`config.mk`:
```
export PLATFORM = sky130hd
export DESIGN_NAME = aes_chain_sequencer
export DESIGN_NICKNAME = d
export VERILOG_FILES = /design/src/rtl/aes_chain_sequencer.sv
export SDC_FILE = /design/constraint.sdc
export NUM_CORES = 1
export LEC_CHECK = 0
export BUFFER_PORTS_ARGS = -buffer_cell sky130_fd_sc_hd__buf_2
export CORE_AREA = 2 2 165 167
export DETAILED_ROUTE_END_ITERATION = 16
export DIE_AREA = 0 0 167 169
export PLACE_DENSITY = 0.65
export SYNTH_ARGS = -nofsm -noshare
export SYNTH_HDL_FRONTEND = slang
export SYNTH_SLANG_ARGS = --single-unit
```
`constraint.sdc`:
```
create_clock -name clk -period 6.26 [get_ports clk]
set_input_delay 0.939 -clock clk [delete_from_list [all_inputs] [get_ports clk]]
set_output_delay 0.939 -clock clk [all_outputs]
set_load 0.05 [all_outputs]
```
`src/rtl/aes_chain_sequencer.sv`:
```
// aes_chain_sequencer
// Autonomous driver around a 128-bit AES core for power-analysis builds.
// It repeatedly loads the core and feeds each ciphertext back as the next
// plaintext. A scope trigger frames every encryption, and a run counter plus
// the last ciphertext keep the core datapath observable.
module aes_chain_sequencer #(
    parameter logic [127:0] SEED       = 128'h00112233445566778899aabbccddeeff,
    parameter logic [31:0]  NUM_RUNS   = 32'd0,
    parameter logic [7:0]   GAP_CYCLES = 8'd4,
    parameter logic [7:0]   TIMEOUT    = 8'd64
) (
    input  logic         clk,
    input  logic         rst_n,
    input  logic         en_i,
    output logic         aes_load_o,
    output logic [127:0] aes_data_o,
    output logic         aes_dec_o,
    input  logic [127:0] aes_data_i,
    input  logic         aes_busy_i,
    output logic         trigger_o,
    output logic [31:0]  count_o,
    output logic [127:0] last_o,
    output logic         done_o,
    output logic         err_o
);

    typedef enum logic [2:0] {
        ST_IDLE = 3'd0,
        ST_LOAD = 3'd1,
        ST_RUN  = 3'd2,
        ST_GAP  = 3'd3,
        ST_HALT = 3'd4
    } state_t;

    state_t         state_q, state_d;
    logic [127:0]   pt_q, pt_d;
    logic [127:0]   last_q, last_d;
    logic [31:0]    count_q, count_d;
    logic           load_q, load_d;
    logic           trigger_q, trigger_d;
    logic           done_q, done_d;
    logic           err_q, err_d;
    logic [7:0]     tmo_q, tmo_d;
    logic [7:0]     gap_q, gap_d;
    logic [31:0]    count_inc_s;
    logic [8:0]     tmo_next_s;

    // Next-state and next-output computation for the sequencing FSM
    always_comb begin
        state_d     = state_q;
        pt_d        = pt_q;
        last_d      = last_q;
        count_d     = count_q;
        done_d      = done_q;
        err_d       = err_q;
        tmo_d       = tmo_q;
        gap_d       = gap_q;
        count_inc_s = count_q + 32'd1;
        tmo_next_s  = {1'b0, tmo_q} + 9'd1;

        case (state_q)
            ST_IDLE: begin
                if (en_i && !done_q && !err_q) begin
                    state_d = ST_LOAD;
                end else begin
                    state_d = ST_IDLE;
                end
            end
            ST_LOAD: begin
                // The core samples the load pulse on the edge leaving this state
                tmo_d   = 8'd0;
                state_d = ST_RUN;
            end
            ST_RUN: begin
                if (!aes_busy_i) begin
                    // Ciphertext becomes the next plaintext (chained mode)
                    pt_d    = aes_data_i;
                    last_d  = aes_data_i;
                    count_d = count_inc_s;
                    if ((NUM_RUNS != 32'd0) && (count_inc_s == NUM_RUNS)) begin
                        done_d  = 1'b1;
                        state_d = ST_HALT;
                    end else if (GAP_CYCLES != 8'd0) begin
                        gap_d   = GAP_CYCLES;
                        state_d = ST_GAP;
                    end else if (en_i) begin
                        state_d = ST_LOAD;
                    end else begin
                        state_d = ST_IDLE;
                    end
                end else if (tmo_next_s >= {1'b0, TIMEOUT}) begin
                    // Busy has stayed high for TIMEOUT RUN cycles: give up for good
                    err_d   = 1'b1;
                    state_d = ST_HALT;
                end else begin
                    tmo_d = tmo_next_s[7:0];
                end
            end
            ST_GAP: begin
                // gap_q counts the remaining idle cycles, including this one
                if (gap_q <= 8'd1) begin
                    if (en_i) begin
                        state_d = ST_LOAD;
                    end else begin
                        state_d = ST_IDLE;
                    end
                end else begin
                    gap_d = gap_q - 8'd1;
                end
            end
            ST_HALT: begin
                state_d = ST_HALT;
            end
            default: begin
                state_d = ST_IDLE;
            end
        endcase

        // Registered outputs follow the state being entered
        load_d    = (state_d == ST_LOAD);
        trigger_d = (state_d == ST_LOAD) || (state_d == ST_RUN);
    end

    // State and output registers with asynchronous active-low reset
    always_ff @(posedge clk or negedge rst_n) begin
        if (!rst_n) begin
            state_q   <= ST_IDLE;
            pt_q      <= SEED;
            last_q    <= 128'd0;
            count_q   <= 32'd0;
            load_q    <= 1'b0;
            trigger_q <= 1'b0;
            done_q    <= 1'b0;
            err_q     <= 1'b0;
            tmo_q     <= 8'd0;
            gap_q     <= 8'd0;
        end else begin
            state_q   <= state_d;
            pt_q      <= pt_d;
            last_q    <= last_d;
            count_q   <= count_d;
            load_q    <= load_d;
            trigger_q <= trigger_d;
            done_q    <= done_d;
            err_q     <= err_d;
            tmo_q     <= tmo_d;
            gap_q     <= gap_d;
        end
    end

    assign aes_load_o = load_q;
    assign aes_data_o = pt_q;
    assign aes_dec_o  = 1'b0;
    assign trigger_o  = trigger_q;
    assign count_o    = count_q;
    assign last_o     = last_q;
    assign done_o     = done_q;
    assign err_o      = err_q;

endmodule

```
Yosys cells after proc, flatten, opt, wreduce, memory -nomap -nowiden
Cells that the tools add are included.
Word-level totals
  output and inout port bits: 293
  word-level logic and storage cells: 47
  input port bits: 132
  bits in registers: 310
Cells by class
  add/subtract/negate cells: 3
  order comparisons: 2
  reduce and logical (&&, ||, !) cells: 10
  equal/unequal tests: 10
  mux-type cells: 12
  bitwise gates (word level): 1
Operators by type and width (count)
  32-bit by 1-bit adder with 32-bit output, second input constant: 1
  8-bit 2-to-1 mux: 4
  8-bit one-hot mux with 2 select lines: 2
  3-bit one-hot mux with 5 select lines: 1
  8-bit by 1-bit adder with 9-bit output, second input constant: 1
  3-bit by 2-bit equality test with 1-bit output, second input constant: 3
  9-bit by 7-bit greater-or-equal comparator with 1-bit output, second input constant: 1
  3-bit 2-to-1 mux: 3
  3-bit AND reduction: 3
  8-bit by 1-bit <= comparator with 1-bit output, second input constant: 1
  2-bit inequality test, second input constant: 4
  8-bit by 1-bit subtractor with 8-bit output, second input constant: 1
  3-bit by 1-bit equality test with 1-bit output, second input constant: 2
  2-bit nonzero test: 2
  3-bit equality test, second input constant: 1
  3-bit zero test: 1
  1-bit 2-to-1 mux: 2
  2-bit AND reduction: 1
  1-bit logical AND: 1
  1-bit zero test: 1
  1-bit logical OR: 1
  1-bit inverter: 1

Longest topological paths before layout
  word-level depth: 7
  mapped depth: 9
  depth with buffers taken out: 7

Worst setup path before layout
Ideal clock, no wire load.
  kind: in2reg
  start point: input aes_busy_i
  end point: register count_q[25] (netlist: count_o[25])
  required time: 6118 ps
  arrival time: 2242 ps
  buffers on the path: 2
  setup time: 142 ps
  cell stages on the path: 7
  slack: 3876 ps
  cell sequence: or4b_4 -> buf_6 -> nor2_2 -> and4_1 -> buf_2 -> nand3_1 -> xnor2_1
Between the ends
  word-level cells in the longest chain between the ends: 2
RTL lines
  from (decl): line 19  | input logic aes_busy_i,
  1-bit inverter (no source line)
  2-bit AND reduction (no source line)
  to (signal assigned): line 141  | count_q <= count_d;
  to (decl): line 38  | logic [31:0] count_q, count_d;
Every way passes these cells.
A chain may end at the register's enable or synchronous reset.

Worst setup path in the final report
  start point: register state_q[0]
  end point: register pt_q[3] (netlist: aes_data_o[3])
Between the ends
  word-level cells in the longest chain between the ends: 2
RTL lines
  from (decl): line 35  | state_t state_q, state_d;
  from (signal assigned): line 138  | state_q <= state_d;
  3-bit by 2-bit equality test with 1-bit output: line 61  | case (state_q)
  2-bit AND reduction (no source line)
  to (signal assigned): line 139  | pt_q <= pt_d;
  to (decl): line 36  | logic [127:0] pt_q, pt_d;
Every way passes these cells.

==> flow_summary.html <==
<table>
<tr><th>Metric</th><th>Value</th></tr>
<tr><th colspan="2">Run status</th></tr>
<tr><td>Run status</td><td>completed</td></tr>
<tr><th colspan="2">Worst setup path</th></tr>
<tr><td>Worst setup SP type</td><td>flip-flop</td></tr>
<tr><td>Nature of the critical path endpoint</td><td>flip-flop</td></tr>
<tr><td>Required time at the worst-slack endpoint</td><td>6710 ps</td></tr>
<tr><td>Worst Path Class, Setup</td><td>flip-flop to flip-flop</td></tr>
<tr><td>Buffers &amp; Inverters on Critical Path</td><td>1</td></tr>
<tr><td>Top delay family on crit path</td><td>simple AND/OR/NAND/NOR gates</td></tr>
<tr><td>Data arrival time at the worst-slack endpoint</td><td>3210 ps</td></tr>
<tr><td>Largest fanout of any net on the critical path</td><td>111</td></tr>
<tr><td>Crit-path cells</td><td>or4b_4 &gt; buf_4 &gt; nand2_1 &gt; nand2_1</td></tr>
<tr><td>Cell seen most often among critical-path stages</td><td>nand2_1</td></tr>
<tr><td>Cell with the biggest individual delay on the critical path</td><td>buf_4</td></tr>
<tr><td>Delay of the slowest critical-path stage</td><td>950 ps</td></tr>
<tr><th colspan="2">Synthesis</th></tr>
<tr><td>Average footprint of a synthesized cell</td><td>9.637 sq um</td></tr>
<tr><td>Post-synthesis simple-gate area fraction</td><td>25.36%</td></tr>
<tr><td>Most used flip-flop cell after synthesis</td><td>dfrtp_1</td></tr>
<tr><td>Compound-Gate Fraction of Synth Area</td><td>1.096%</td></tr>
<tr><td>Synthesized instance count</td><td>1,042</td></tr>
<tr><td>Fraction of the mapped netlist area in adder cells</td><td>0.6230%</td></tr>
<tr><td>Synthesized area</td><td>10,040 sq um</td></tr>
<tr><td>Proportion of synthesized chip area in sequential cells</td><td>62.10%</td></tr>
<tr><td>Area share of the largest cell type after synthesis</td><td>45.35%</td></tr>
<tr><td>Number of enable-type register cells in the synthesized netlist</td><td>0</td></tr>
<tr><td>Number of distinct standard cells referenced by the synthesized netlist</td><td>48</td></tr>
<tr><td>XOR/XNOR share of the synthesized area</td><td>3.302%</td></tr>
<tr><td>Largest cells by area after synthesis</td><td>dfrtp_1, nand2_1, dfstp_2, buf_4, xnor2_1</td></tr>
<tr><td>Main combinational cell family by area after synthesis</td><td>simple AND/OR/NAND/NOR gates</td></tr>
<tr><td>Register bit total from synthesis</td><td>246</td></tr>
<tr><td>Cell type with the largest total area after synthesis</td><td>dfrtp_1</td></tr>
<tr><td>Mux share of post-synthesis cell area</td><td>0.5482%</td></tr>
<tr><td>Yosys warning count</td><td>0</td></tr>
<tr><td>Synth async-reset ratio</td><td>100.0%</td></tr>
<tr><th colspan="2">Clock tree</th></tr>
<tr><td>Total clock buffers created by CTS</td><td>27</td></tr>
<tr><td>Root Buffer</td><td>clkbuf_16</td></tr>
<tr><td>Maximum number of buffers from clock root to sink</td><td>3</td></tr>
<tr><td>Setup bufs post-CTS</td><td>0</td></tr>
<tr><td>Depth of the CTS H-tree</td><td>1</td></tr>
<tr><td>Clock tree from TritonCTS</td><td>yes</td></tr>
<tr><td>Post-cts gate resize count</td><td>0</td></tr>
<tr><td>Clock latency of the later-clocked register in the worst-skew pair</td><td>520 ps</td></tr>
<tr><td>Clock net sink count</td><td>246</td></tr>
<tr><td>Cts hold-fix bufs</td><td>0</td></tr>
<tr><td>Clock slew at the register clock pins of the worst setup and hold paths</td><td>60 ps</td></tr>
<tr><th colspan="2">Floorplanning</th></tr>
<tr><td>FP Rows</td><td>60</td></tr>
<tr><td>Full die area</td><td>28,220 sq um</td></tr>
<tr><td>Vertical die dimension</td><td>169 um</td></tr>
<tr><td>Starting utilization of the core area</td><td>37.89%</td></tr>
<tr><td>Die span in x</td><td>167 um</td></tr>
<tr><td>Ports</td><td>425</td></tr>
<tr><td>Total core area</td><td>26,500 sq um</td></tr>
<tr><th colspan="2">Global route</th></tr>
<tr><td>Number of global-route vias before repair</td><td>7,829</td></tr>
<tr><td>Initial antenna violation count</td><td>0</td></tr>
<tr><td>Global-route usage over all layers</td><td>17.86%</td></tr>
<tr><td>Wire length of the first global-routing pass</td><td>41,210 um</td></tr>
<tr><td>Total gr overflow</td><td>0</td></tr>
<tr><td>Maximum number of pins on one net before global-route repair</td><td>126</td></tr>
<tr><th colspan="2">Finish</th></tr>
<tr><td>Antenna diode count</td><td>0</td></tr>
<tr><td>Leading cell types in the layout, fill and taps excluded</td><td>nand2_1, buf_2, dfrtp_1</td></tr>
<tr><td>Combined area of the multi-input logic cells</td><td>3119 sq um</td></tr>
<tr><td>Most common cell after layout, fill and taps aside</td><td>nand2_1</td></tr>
<tr><td>Nets</td><td>1,527</td></tr>
<tr><td>FILL cells</td><td>2,499</td></tr>
<tr><td>Proportion of layout cells with a drive suffix above 1</td><td>39.08%</td></tr>
<tr><td>Synthesis-to-layout area growth</td><td>28.40%</td></tr>
<tr><td>Sequential cell area</td><td>6236 sq um</td></tr>
<tr><th colspan="2">Routing</th></tr>
<tr><td>DRC violation count after routing</td><td>0</td></tr>
<tr><td>Vias after detailed routing</td><td>7,988</td></tr>
<tr><td>Antenna-violating nets left</td><td>0</td></tr>
<tr><td>WL/cell</td><td>14.74 um</td></tr>
<tr><td>Vias/cell</td><td>4.562</td></tr>
<tr><td>WL final</td><td>25,800 um</td></tr>
<tr><td>Number of iterations in the first detailed-routing pass</td><td>4</td></tr>
<tr><td>Initial drt markers</td><td>410</td></tr>
<tr><th colspan="2">STA</th></tr>
<tr><td>Final cycle utilization of the critical path</td><td>44.11%</td></tr>
<tr><td>Post-route clock skew</td><td>9.665 ps</td></tr>
<tr><td>Setup total negative slack</td><td>0 ps</td></tr>
<tr><td>Transition at the pin with the smallest max-transition slack</td><td>1210 ps</td></tr>
<tr><td>Minimum clock period after layout</td><td>2761 ps</td></tr>
<tr><td>Relative slew slack</td><td>19.34%</td></tr>
<tr><td>Final hold viol count</td><td>0</td></tr>
<tr><td>Max Transition Viols Final</td><td>0</td></tr>
<tr><td>Setup repair after global routing missed its margin</td><td>false</td></tr>
<tr><td>Number of setup violations in the final report</td><td>0</td></tr>
<tr><td>FMAX</td><td>362.2 MHz</td></tr>
<tr><th colspan="2">Min path</th></tr>
<tr><td>Type of the worst min-delay path</td><td>flip-flop to flip-flop</td></tr>
<tr><th colspan="2">Place</th></tr>
<tr><td>Placer's final routability congestion estimate</td><td>0.7670</td></tr>
<tr><td>Number of port buffers</td><td>422</td></tr>
<tr><td>Placed wire-length estimate after detailed placement</td><td>17,890 um</td></tr>
<tr><th colspan="2">Run</th></tr>
<tr><td>Max_cap viols</td><td>0</td></tr>
</table>
==> per-stage QoR <==
stage          utilization, %  worst slack [ps]  area [sq um]  instances  hold slack [ps]
6_report                48.65              3499         12890       1751            453.9
5_1_grt                 48.65              3198         12890       1751            465.3
4_1_cts                 48.65              3431         12890       1751            456.2
3_5_place_dp            45.15              2958         11970       1702            446.6
3_3_place_gp            45.15              2999         11970       1702            442.7
2_1_floorplan               -              3876         10050       1043            491.2
==> cells by family (layout without fill, tap and decap cells) <==
group / Yosys count / after routing
compound gates: 16 / 16
xor+xnor: 37 / 37
fa+ha+maj: 5 / 5
buf+inv: 113 / 480
flops: 246 / 246
mux: 5 / 5
other cells: 1 / 2
simple gates: 619 / 619
==> cell usage after synthesis (3+ instances only) <==
| master | number |
|---|---|
| nand4_1 | 5 |
| clkbuf_1 | 31 |
| or3_1 | 3 |
| nor4_1 | 3 |
| xnor2_1 | 31 |
| ha_1 | 5 |
| nand2b_1 | 4 |
| dfrtp_1 | 182 |
| inv_1 | 5 |
| and3_1 | 8 |
| xor2_1 | 5 |
| nor2_1 | 14 |
| and4_1 | 6 |
| and2_1 | 5 |
| nand2_1 | 532 |
| o21ai_0 | 4 |
| buf_1 | 5 |
| o211ai_1 | 5 |
| mux2_2 | 4 |
| buf_4 | 68 |
| dfstp_2 | 64 |
| nand3_1 | 19 |
==> worst register-to-register path: cells and delay by family, from the launching register on <==
kind          cells  cell delay, ps
flops             1             490
simple gates      3            1220
buf+inv           1            1000
==> path summary, 6_finish.rpt <==
kind	from	end	cells past startpoint	slack [ps]
max in group asynchronous	rst_n	last_o[15]$_DFFE_PN0P_	2	4610
min reg2reg	aes_data_o[35]$_DFFE_PN1P_	aes_data_o[35]$_DFFE_PN1P_	2	450
min in group asynchronous	rst_n	aes_data_o[106]$_DFFE_PN0P_	1	470
max	state_q[0]$_DFF_PN0_	aes_data_o[3]$_DFFE_PN1P_	4	3500
min	aes_data_o[35]$_DFFE_PN1P_	aes_data_o[35]$_DFFE_PN1P_	2	450
max reg2reg	state_q[0]$_DFF_PN0_	aes_data_o[3]$_DFFE_PN1P_	4	3500
==> cell type report <==
| class | count | area share (%) |
|---|---|---|
| Timing Repair Buffer | 426 | 16.79 |
| Inverter | 5 | 0.1456 |
| Tap cell | 341 | 3.309 |
| Clock inverter | 9 | 0.9607 |
| Clock buffer | 40 | 6.240 |
| Sequential cell | 246 | 48.36 |
| Multi-Input combinational cell | 684 | 24.19 |
==> sequential cells by signal, indices dropped and copies added (netlist names) <==
register	cells
aes_data_o	128
last_o	64
count_o	32
gap_q	8
tmo_q	8
state_q	3
aes_load_o	1
err_o	1
trigger_o	1
==> per-layer routing <==
layer,track usage [%],part of all wire [%],routed length [um]
met1,22.61,41,10670
met5,0,0,0
met3,4.349,7.5,1926
met4,4.235,1.6,420
met2,30.97,50,12790
Power is not shown: default switching activity piles up to over one toggle a cycle in this logic, so the estimate is an artifact.
